**src/rtl/fp_pkg.sv**
```systemverilog
// Shared types and helpers for the parametrised floating-point multiplier.
package fp_pkg;

    // Operand classes produced by the unpack stage.
    typedef enum logic [2:0] {
        CLS_ZERO,
        CLS_DENORM,
        CLS_NORM,
        CLS_INF,
        CLS_NAN
    } fp_class_t;

    // Bit positions inside the 4-bit flags word {invalid, overflow, underflow, inexact}.
    localparam int FLAG_INVALID   = 3;
    localparam int FLAG_OVERFLOW  = 2;
    localparam int FLAG_UNDERFLOW = 1;
    localparam int FLAG_INEXACT   = 0;

    // Widest supported encoding (double precision); encodings are built at this
    // width and sliced down to the instance width.
    localparam int FP_MAX_W = 64;

    // Multiplier sequencer states, one cycle each except IDLE and DONE.
    typedef enum logic [2:0] {
        ST_IDLE,
        ST_UNPACK,
        ST_MUL,
        ST_NORM,
        ST_ROUND,
        ST_PACK,
        ST_DONE
    } state_t;

    // Exponent bias for a given exponent field width.
    function automatic int fp_bias(input int exp_w);
        return (1 << (exp_w - 1)) - 1;
    endfunction

    // Canonical quiet NaN: sign 0, exponent all ones, fraction MSB set.
    function automatic logic [FP_MAX_W-1:0] fp_qnan(input int exp_w, input int man_w);
        logic [FP_MAX_W-1:0] v;
        v = '0;
        for (int i = 0; i < exp_w; i++) v[man_w + i] = 1'b1;
        v[man_w - 1] = 1'b1;
        return v;
    endfunction

    // Signed infinity: exponent all ones, fraction zero.
    function automatic logic [FP_MAX_W-1:0] fp_inf(input logic sign, input int exp_w, input int man_w);
        logic [FP_MAX_W-1:0] v;
        v = '0;
        for (int i = 0; i < exp_w; i++) v[man_w + i] = 1'b1;
        v[exp_w + man_w] = sign;
        return v;
    endfunction

    // Class from the three field predicates, independent of format width.
    function automatic fp_class_t fp_classify(input logic exp_zero, input logic exp_ones,
                                              input logic frac_zero);
        if (exp_ones)      return frac_zero ? CLS_INF  : CLS_NAN;
        else if (exp_zero) return frac_zero ? CLS_ZERO : CLS_DENORM;
        else               return CLS_NORM;
    endfunction

endpackage

```
**src/rtl/fp_lzc.sv**
```systemverilog
// Leading-zero counter; an all-zero input reports WIDTH.
module fp_lzc #(
    parameter int WIDTH = 24,
    parameter int CNT_W = $clog2(WIDTH + 1)
) (
    input  logic [WIDTH-1:0] value,
    output logic [CNT_W-1:0] count
);

    // Scan upward so the highest set bit writes the final count.
    always_comb begin
        // NOTE: default assigned first so every path drives count; no latch.
        count = CNT_W'(WIDTH);
        for (int i = 0; i < WIDTH; i++) begin
            if (value[i]) count = CNT_W'(WIDTH - 1 - i);
        end
    end

endmodule

```
**src/rtl/fp_mul_param.sv**
```systemverilog
// Parametrised IEEE-754 multiplier: one operation at a time, fixed latency,
// denormal support, round-to-nearest-even and exception flags.
module fp_mul_param
    import fp_pkg::*;
#(
    parameter int EXP_W = 8,
    parameter int MAN_W = 23
) (
    input  logic                     clk,
    input  logic                     reset,
    input  logic                     in_valid,
    output logic                     in_ready,
    input  logic [EXP_W+MAN_W:0]     op_a,
    input  logic [EXP_W+MAN_W:0]     op_b,
    output logic                     out_valid,
    input  logic                     out_ready,
    output logic [EXP_W+MAN_W:0]     res,
    output logic [3:0]               flags
);

    localparam int W    = 1 + EXP_W + MAN_W;
    localparam int SW   = MAN_W + 1;           // significand with hidden bit
    localparam int SW1  = SW + 1;
    localparam int PW   = 2 * SW;              // full product width
    localparam int XW   = EXP_W + 3;           // signed exponent, never wraps
    localparam int LZ_W = $clog2(SW + 1);
    localparam int SH_W = $clog2(MAN_W + 4);
    localparam int BIAS = fp_bias(EXP_W);

    localparam logic signed [XW-1:0] BIAS_X = XW'(BIAS);
    localparam logic signed [XW-1:0] ONE_X  = XW'(1);
    localparam logic signed [XW-1:0] ZERO_X = '0;
    localparam logic signed [XW-1:0] SAT_X  = XW'(MAN_W + 3);
    localparam logic signed [XW-1:0] EMAX_X = XW'((1 << EXP_W) - 1);

    localparam logic [FP_MAX_W-1:0] QNAN_FULL = fp_qnan(EXP_W, MAN_W);
    localparam logic [FP_MAX_W-1:0] INF_FULL  = fp_inf(1'b0, EXP_W, MAN_W);
    localparam logic [W-1:0]        QNAN      = QNAN_FULL[W-1:0];
    localparam logic [W-2:0]        INF_MAG   = INF_FULL[W-2:0];

    state_t state_q;

    // Captured operands
    logic [W-1:0] a_q, b_q;

    // UNPACK results
    logic                 sign_q, special_q, invalid_q;
    logic [W-1:0]         special_res_q;
    logic [SW-1:0]        sig_a_q, sig_b_q;
    logic signed [XW-1:0] exp_a_q, exp_b_q;

    // MUL results
    logic [PW-1:0]        prod_q;
    logic signed [XW-1:0] exp_m_q;

    // NORM results
    logic [SW-1:0]        mant_n_q;
    logic                 g_q, r_q, s_q, tiny_q;
    logic signed [XW-1:0] exp_n_q;

    // ROUND results
    logic [MAN_W-1:0]     frac_r_q;
    logic signed [XW-1:0] exp_r_q;
    logic                 inexact_q;

    // Output registers
    logic [W-1:0] res_q;
    logic [3:0]   flags_q;

    assign in_ready  = (state_q == ST_IDLE);
    assign out_valid = (state_q == ST_DONE);
    assign res       = res_q;
    assign flags     = flags_q;

    // ---------------- UNPACK ----------------
    logic [EXP_W-1:0] exp_fa, exp_fb, base_a, base_b;
    logic [SW-1:0]    raw_a, raw_b;
    logic [LZ_W-1:0]  lz_a, lz_b;

    assign exp_fa = a_q[W-2:MAN_W];
    assign exp_fb = b_q[W-2:MAN_W];
    assign raw_a  = {exp_fa != '0, a_q[MAN_W-1:0]};
    assign raw_b  = {exp_fb != '0, b_q[MAN_W-1:0]};
    // A denormal's effective biased exponent is 1 before pre-normalisation.
    assign base_a = (exp_fa == '0) ? EXP_W'(1) : exp_fa;
    assign base_b = (exp_fb == '0) ? EXP_W'(1) : exp_fb;

    fp_lzc #(.WIDTH(SW), .CNT_W(LZ_W)) u_lzc_a (.value(raw_a), .count(lz_a));
    fp_lzc #(.WIDTH(SW), .CNT_W(LZ_W)) u_lzc_b (.value(raw_b), .count(lz_b));

    fp_class_t            cls_a, cls_b;
    logic                 special_d, invalid_d, sign_d;
    logic [W-1:0]         special_res_d;
    logic [SW-1:0]        sig_a_d, sig_b_d;
    logic signed [XW-1:0] exp_a_d, exp_b_d;

    // Classify operands, resolve special results and pre-normalise denormals.
    always_comb begin
        cls_a   = fp_classify(exp_fa == '0, &exp_fa, a_q[MAN_W-1:0] == '0);
        cls_b   = fp_classify(exp_fb == '0, &exp_fb, b_q[MAN_W-1:0] == '0);
        sign_d  = a_q[W-1] ^ b_q[W-1];
        sig_a_d = raw_a << lz_a;
        sig_b_d = raw_b << lz_b;
        exp_a_d = $signed({3'b000, base_a}) - $signed({{(XW-LZ_W){1'b0}}, lz_a});
        exp_b_d = $signed({3'b000, base_b}) - $signed({{(XW-LZ_W){1'b0}}, lz_b});
        special_d     = 1'b0;
        invalid_d     = 1'b0;
        special_res_d = '0;
        if (cls_a == CLS_NAN || cls_b == CLS_NAN ||
            (cls_a == CLS_INF && cls_b == CLS_ZERO) ||
            (cls_a == CLS_ZERO && cls_b == CLS_INF)) begin
            special_d     = 1'b1;
            invalid_d     = 1'b1;
            special_res_d = QNAN;
        end else if (cls_a == CLS_INF || cls_b == CLS_INF) begin
            special_d     = 1'b1;
            special_res_d = {sign_d, INF_MAG};
        end else if (cls_a == CLS_ZERO || cls_b == CLS_ZERO) begin
            special_d     = 1'b1;
            special_res_d = {sign_d, {(W-1){1'b0}}};
        end
    end

    // ---------------- MUL ----------------
    logic [PW-1:0]        prod_d;
    logic signed [XW-1:0] exp_m_d;

    assign prod_d  = PW'(sig_a_q) * PW'(sig_b_q);
    assign exp_m_d = exp_a_q + exp_b_q - BIAS_X;

    // ---------------- NORM ----------------
    logic [PW-2:0]        w1, w2;
    logic                 st1, lost, tiny_d;
    logic signed [XW-1:0] e1, diff, exp_n_d;
    logic [SH_W-1:0]      shamt;

    // Bring the leading one to bit 2*MAN_W, then shift into the denormal range if needed.
    always_comb begin
        w1  = prod_q[PW-1] ? prod_q[PW-1:1] : prod_q[PW-2:0];
        st1 = prod_q[PW-1] & prod_q[0];
        e1  = prod_q[PW-1] ? exp_m_q + ONE_X : exp_m_q;
        diff    = ONE_X - e1;
        shamt   = '0;
        lost    = 1'b0;
        w2      = w1;
        tiny_d  = 1'b0;
        exp_n_d = e1;
        if (e1 <= ZERO_X) begin
            shamt   = (diff > SAT_X) ? SH_W'(MAN_W + 3) : diff[SH_W-1:0];
            w2      = w1 >> shamt;
            lost    = |(w1 & ~({(PW-1){1'b1}} << shamt));
            tiny_d  = 1'b1;
            exp_n_d = ZERO_X;
        end
    end

    // ---------------- ROUND ----------------
    logic                 inc;
    logic [SW:0]          sum;
    logic [MAN_W-1:0]     frac_r_d;
    logic signed [XW-1:0] exp_r_d;

    // Nearest-even increment with carry renormalisation.
    always_comb begin
        inc = g_q & (r_q | s_q | mant_n_q[0]);
        sum = {1'b0, mant_n_q} + SW1'(inc);
        if (sum[SW]) begin
            frac_r_d = '0;
            exp_r_d  = exp_n_q + ONE_X;
        end else begin
            frac_r_d = sum[MAN_W-1:0];
            // A denormal that rounds into the hidden bit becomes the smallest normal.
            exp_r_d  = (exp_n_q == ZERO_X && sum[MAN_W]) ? ONE_X : exp_n_q;
        end
    end

    // ---------------- PACK ----------------
    logic [W-1:0] res_d;
    logic [3:0]   flags_d;

    // Assemble the final encoding and flags.
    always_comb begin
        res_d   = '0;
        flags_d = '0;
        if (special_q) begin
            res_d                 = special_res_q;
            flags_d[FLAG_INVALID] = invalid_q;
        end else if (exp_r_q >= EMAX_X) begin
            res_d                  = {sign_q, INF_MAG};
            flags_d[FLAG_OVERFLOW] = 1'b1;
            flags_d[FLAG_INEXACT]  = 1'b1;
        end else begin
            res_d                   = {sign_q, exp_r_q[EXP_W-1:0], frac_r_q};
            flags_d[FLAG_UNDERFLOW] = tiny_q & inexact_q;
            flags_d[FLAG_INEXACT]   = inexact_q;
        end
    end

    // Sequence the fixed-latency stages and the two handshakes.
    always_ff @(posedge clk or posedge reset) begin
        if (reset) begin
            state_q <= ST_IDLE;
        end else begin
            // NOTE: state and datapath registers use non-blocking assignment so all
            // stages see the pre-edge values of each other.
            case (state_q)
                ST_IDLE:   if (in_valid) state_q <= ST_UNPACK;
                ST_UNPACK: state_q <= ST_MUL;
                ST_MUL:    state_q <= ST_NORM;
                ST_NORM:   state_q <= ST_ROUND;
                ST_ROUND:  state_q <= ST_PACK;
                ST_PACK:   state_q <= ST_DONE;
                ST_DONE:   if (out_ready) state_q <= ST_IDLE;
                default:   state_q <= ST_IDLE;
            endcase
        end
    end

    // Load each stage register in the state that produces it.
    always_ff @(posedge clk or posedge reset) begin
        if (reset) begin
            // NOTE: every datapath register is cleared so an aborted operation leaves no trace.
            a_q <= '0;  b_q <= '0;
            sign_q <= 1'b0;  special_q <= 1'b0;  invalid_q <= 1'b0;  special_res_q <= '0;
            sig_a_q <= '0;  sig_b_q <= '0;  exp_a_q <= '0;  exp_b_q <= '0;
            prod_q <= '0;  exp_m_q <= '0;
            mant_n_q <= '0;  g_q <= 1'b0;  r_q <= 1'b0;  s_q <= 1'b0;  tiny_q <= 1'b0;
            exp_n_q <= '0;
            frac_r_q <= '0;  exp_r_q <= '0;  inexact_q <= 1'b0;
        end else begin
            case (state_q)
                ST_IDLE: if (in_valid) begin
                    a_q <= op_a;
                    b_q <= op_b;
                end
                ST_UNPACK: begin
                    sign_q        <= sign_d;
                    special_q     <= special_d;
                    invalid_q     <= invalid_d;
                    special_res_q <= special_res_d;
                    sig_a_q       <= sig_a_d;
                    sig_b_q       <= sig_b_d;
                    exp_a_q       <= exp_a_d;
                    exp_b_q       <= exp_b_d;
                end
                ST_MUL: begin
                    prod_q  <= prod_d;
                    exp_m_q <= exp_m_d;
                end
                ST_NORM: begin
                    mant_n_q <= w2[PW-2:MAN_W];
                    g_q      <= w2[MAN_W-1];
                    r_q      <= w2[MAN_W-2];
                    s_q      <= (|w2[MAN_W-3:0]) | st1 | lost;
                    exp_n_q  <= exp_n_d;
                    tiny_q   <= tiny_d;
                end
                ST_ROUND: begin
                    frac_r_q  <= frac_r_d;
                    exp_r_q   <= exp_r_d;
                    inexact_q <= g_q | r_q | s_q;
                end
                default: ;
            endcase
        end
    end

    // Result and flags change only on entry to DONE, so they hold while stalled.
    always_ff @(posedge clk or posedge reset) begin
        if (reset) begin
            res_q   <= '0;
            flags_q <= '0;
        end else if (state_q == ST_PACK) begin
            res_q   <= res_d;
            flags_q <= flags_d;
        end
    end

endmodule
```
**config.mk**
```make
export PLATFORM = sky130hd
export DESIGN_NAME = fp_mul_param
export DESIGN_NICKNAME = d
export VERILOG_FILES = /design/src/rtl/fp_pkg.sv /design/src/rtl/fp_lzc.sv /design/src/rtl/fp_mul_param.sv
export SDC_FILE = /design/constraint.sdc
export NUM_CORES = 2
export LEC_CHECK = 0
export CELL_PAD_IN_SITES_DETAIL_PLACEMENT = 1
export CELL_PAD_IN_SITES_GLOBAL_PLACEMENT = 1
export CORE_MARGIN = 1
export CORE_UTILIZATION = 45
export CTS_CLUSTER_SIZE = 20
export DETAILED_ROUTE_END_ITERATION = 10
export GPL_TIMING_DRIVEN = 1
export PLACE_DENSITY_LB_ADDON = 0.1
export SLEW_MARGIN = 15
export SYNTH_ARGS = -nofsm -noshare
export SYNTH_HDL_FRONTEND = slang
export SYNTH_SLANG_ARGS = --single-unit
```
**constraint.sdc**
```tcl
create_clock -name clk -period 9.2 [get_ports clk]
set_input_delay 1.38 -clock clk [delete_from_list [all_inputs] [get_ports clk]]
set_output_delay 1.38 -clock clk [all_outputs]
set_load 0.02 [all_outputs]
```
# == Word level (Yosys, flattened, before mapping) ==
# Cells that the tools add are included.
# totals
out_inout_bits,38
ff_bits,341
wordCells,173
inputBits,68
# classes
add_sub_neg,8
mux,85
reduce_logical,24
mul,1
n_eq_ne,12
bitwise,12
magnitude_cmp,3
shift,4
# op_table
op,count
5-bit 2-to-1 mux,33
32-bit 2-to-1 mux,4
47-bit 2-to-1 mux,2
4-bit 2-to-1 mux,16
24-bit by 24-bit multiplier with 48-bit output,1
24-bit by 5-bit << shifter with 24-bit output,2
47-bit bitwise AND,1
47-bit inverter,1
47-bit OR reduction,1
47-bit by 5-bit << shifter with 47-bit output (first input constant),1
47-bit by 5-bit >> shifter with 47-bit output,1
23-bit zero test,2
11-bit 2-to-1 mux,4
31-bit 2-to-1 mux,1
24-bit by 1-bit adder with 25-bit output,1
23-bit 2-to-1 mux,1
11-bit by 2-bit adder with 11-bit output (second input constant),2
3-bit 2-to-1 mux,7
3-bit case mux with 7 select lines,1
21-bit OR reduction,1
8-bit by 5-bit subtractor with 9-bit output,2
8-bit zero test,2
8-bit 2-to-1 mux,2
8-bit AND reduction,2
22 further kinds,58

# == Logic depth before layout (Yosys ltp) ==
# logic_depth
word_depth,25
depth_mapped,31
depth_no_buf,29

# == Hierarchy ==
# From an unflattened synthesis, not the netlist that was laid out.
# unflattened
hier_cells,4302
hier_area_um2,38252.9
# modules_own_cells
mod,area_each_um2,cells_each,seq_area_each_um2,n_inst
fp_mul_param,37722.4,4206,7682.4,1
fp_lzc,265.3,48,0.0,2

# == Least setup slack after synthesis ==
# No wires, ideal clock.
# synth_path
kind,register to register
start,reg sig_b_q[3]
end,reg prod_q[47]
period_less_slack_ns,7.929
path_buffers,2
path_slack_ns,1.271
stages_incl_launch_ff,32
t_arrival_ns,7.796
setup_time_ns,0.133
required_time_ns,9.067
path_cell_list,dfrtp_1 > clkbuf_1 > clkbuf_1 > nand2_1 > fa_1 > inv_1 > fa_1 > inv_1 > fa_1 > inv_1 > fa_1 > inv_1 > fa_1 > inv_1 > fa_1 > inv_1 > fa_1 > inv_1 > ha_1 > a21o_1 > a21o_1 > a221o_1 > a211oi_1 > o211ai_1 > a31oi_1 > nor2_1 > o311a_1 > o41a_1 > a311oi_1 > o31ai_1 > xnor2_1 > o21ai_0
# synth_between
elab_chain_len,1
# synth_rtl
item,line_no,source
start: declaration,fp_mul_param.sv:49,"logic [SW-1:0] sig_a_q, sig_b_q;"
start signal: assignment,fp_mul_param.sv:242,sig_b_q <= sig_b_d;
24-bit by 24-bit multiplier with 48-bit output,fp_mul_param.sv:128,assign prod_d = PW'(sig_a_q) * PW'(sig_b_q);
end signal: assignment,fp_mul_param.sv:247,prod_q <= prod_d;
end: declaration,fp_mul_param.sv:53,logic [PW-1:0] prod_q;
# Every way passes these cells.
# A chain may end at the register's enable or synchronous reset.

# == Final worst setup path ==
# layout_path
start,reg sig_b_q[8]
end,reg prod_q[47]
# The elaborated chain is that of the path after synthesis.

==> summary.md <==
| Metric | Value |
|---|---|
| CP most frequent cell | fa_1 |
| Least-Margin Pin Slew | 1.19 ns |
| Sequential area share after synthesis | 0.199 |
| Crit. End Element | register |
| Slowest CP cell | dfrtp_1 |
| Setup CP Type | register to register |
| Post-synthesis xor/xnor area fraction | 0.0239 |
| First-pass GRT wire length | 199000 um |
| Post-Synth Adder-Cell Area | 0.316 |
| CTS tree | built |
| Final hold vios | 0 |
| Prevailing post-synth register cell | dfrtp_1 |
| Via density | 5.74 |
| Clock Latency Late Sink | 0.57 ns |
| RSZ-0062 raised after global routing | no |
| Simple-Gate Fraction of Synth Area | 0.175 |
| Starting Density | 0.454 |
| Synth unique cells | 101 |
| Reg-to-reg startpoint | sig_b_q[8]$_DFFE_PP0P_ |
| Final setup fails | 0 |
| Clock Tree Buf Depth | 3 |
| Largest net degree at the start of global routing | 163 |
| Slew margin rel. | 0.202 |
| Final net count | 5099 |
| Area Overhead vs Synth | 9.57% |
| Dpl hpwl | 98800 um |
| Max Cap Viol | 0 |
| Core Area | 0.0851 mm^2 |
| Vias | 31700 |
| # IOs | 106 |
| Largest fanout on the critical path | 25 |
| Max Slew Vio Count | 0 |
| Tcrit/Tclk final | 0.956 |
| Final setup TNS | 0 ns |
| Rows | 107 |
| Post-synthesis register bit count | 307 |
| Cell taking the most area after synthesis | fa_1 |
| Period minus WS final | 8.80 ns |
| Syn Area/Cell | 8.86 um^2 |
| Worst r2r path cells | 28 |
| Die X | 295 um |
| Initial DRC Count | 1860 |
| Startpoint types | register |
| Placer Congestion | 0.954 |
| Fmax | 114 MHz |
| Cells after Synth | 4367 |
| Most frequent cells in the layout | 624 x nand2_1, 596 x inv_1, 483 x fa_1 |
| Die area | 0.0871 mm^2 |
| Vias in the first global route | 33600 |
| Multiplexer share of the synthesized area | 0.0670 |
| Buffers on Ports | 105 |
| Avg WL per Cell | 22.8 um |
| YS warnings | 0 |
| Main combinational cell family by area after synthesis | adder cells |
| Outcome | completed |
| Layout cell share with drive strength beyond 1 | 0.0763 |
| H-tree levels | 2 |
| Post-synthesis compound-gate area fraction | 0.134 |
| GRT Resource Usage Total | 0.295 |
| Clock transition at the registers of the reported paths | 0.06 ns |
| Root Buffer | clkbuf_16 |
| Sink Count | 307 |
| Commonest non-fill, non-tap cell in the layout | nand2_1 |
| GRT Residual Overflow | 0 |
| Number of synthesized flops with an enable pin | 0 |
| Cts hold-fix bufs | 0 |
| Clk_skew | 0.0370 ns |
| DRC violations left | 0 |
| Max incr delay on CP | 0.90 ns |
| Die Y | 295 um |
| Drt total wl | 126000 um |
| Proportion of netlist area held by the largest area contributor | 0.250 |
| CP required | 9.59 ns |
| CP arrival | 9.19 ns |
| Top cells by area, synth | fa_1 25%, dfrtp_1 20%, ha_1 6.6% |
| Hold wc startpoint | sign_q$_DFFE_PP0P_ |
| # resized after CTS | 0 |
| Setup Buffers After CTS | 0 |
| Initial antenna violation count | 1 |
| Critical Path Source | sig_b_q[8]$_DFFE_PP0P_ |
| Hold/Removal Path Class | register to register |
| Post-route ant nets | 0 |
| Hold path cells | 2 |
| Cts bufs inserted | 39 |
| DR pass1 iterations | 7 |
| Cell area after synthesis | 0.0387 mm^2 |
| Synth async-reset ratio | 1.00 |
final timing paths:
kind,end,slack [ns]
worst max-delay path,prod_q[47]$_DFFE_PP0P_,0.40
worst min-delay path,sign_q$_DFFE_PP0P_,0.47
worst max register to register,prod_q[47]$_DFFE_PP0P_,0.40
worst min register to register,sign_q$_DFFE_PP0P_,0.47
max in group asynchronous,frac_r_q[20]$_DFFE_PP0P_,6.18
min in group asynchronous,a_q[14]$_DFFE_PP0P_,1.17
cell families (layout without fill, tap and decap cells):
family	count (synthesis)	in the layout
other	1	4
flip-flops	307	307
AND/OR/NAND/NOR	1414	1414
AO/OA/AOI/OAI	784	784
buffers and inverters	865	872
multiplexers	206	206
adder cells (fa/ha/maj)	688	688
XOR/XNOR	102	102
per-layer routing:
metal	vias to the layer above	global-route usage	routed length, um
met5	-	0	11
met4	2	0.0957	4620
met3	245	0.0335	5950
met2	822	0.486	59500
met1	16300	0.404	55900
li1	14300	-	-
Yosys cell counts (18+ instances only):
cell and instances:
nor4_1 26, xnor2_1 52, mux2_2 79, fa_1 483, xor2_1 46, nand2_1 625
mux4_2 34, nor2_1 188, a31oi_1 24, inv_1 597, buf_1 21, dfrtp_1 307
a211oi_1 34, a21o_1 38, nand3_1 56, clkbuf_1 224, a22o_1 32, and3_1 21
o31ai_1 44, a21oi_1 167, o211ai_1 18, nand4_1 34, ha_1 204, nor3_1 64
mux2i_1 92, and2_1 312, o21ai_0 227
cell type report:
type	instances	area (um^2)
diodes	2	5.00
clock buffers	50	1110
clock inverters	22	329
fillers	9955	42800
inverters	598	2250
multi-input cells	3196	27800
flip-flops and latches	307	7690
well taps	1144	1430
repair buffers	202	1800
per-stage QoR:
stage                     utilization  setup WS [ns]  std cells  area (um^2)  hold WS, ns
after floorplan                     -           1.27       4368        38700        0.445
after global placement          0.481          0.678       5447        40900        0.453
after detailed placement        0.481          0.474       5447        40900        0.466
after CTS                       0.498          0.416       5519        42400        0.482
after global routing            0.498         0.0319       5519        42400        0.500
final                           0.498          0.401       5521        42400        0.474
sequential cells by signal, indices dropped and copies added (netlist names), 3 cells and up:
| signal | count |
|---|---|
| prod_q | 48 |
| a_q | 32 |
| b_q | 32 |
| res | 32 |
| mant_n_q | 24 |
| sig_a_q | 24 |
| sig_b_q | 24 |
| frac_r_q | 23 |
| exp_m_q | 11 |
| exp_n_q | 11 |
| exp_r_q | 11 |
| exp_a_q | 9 |
| exp_b_q | 9 |
| flags | 4 |
| special_res_q | 3 |
| state_q | 3 |
critical path: cells and delay by family, from the launching register on:
family                   cells  cell delay, ns
AND/OR/NAND/NOR              2            0.34
buffers and inverters        6            0.31
AO/OA/AOI/OAI               11            3.14
flip-flops                   1            0.90
adder cells (fa/ha/maj)      8            3.77
XOR/XNOR                     1            0.16
Power is left out: the tool's default activity adds up to more than one toggle a clock period on the data nets, which glitch-free logic cannot reach.
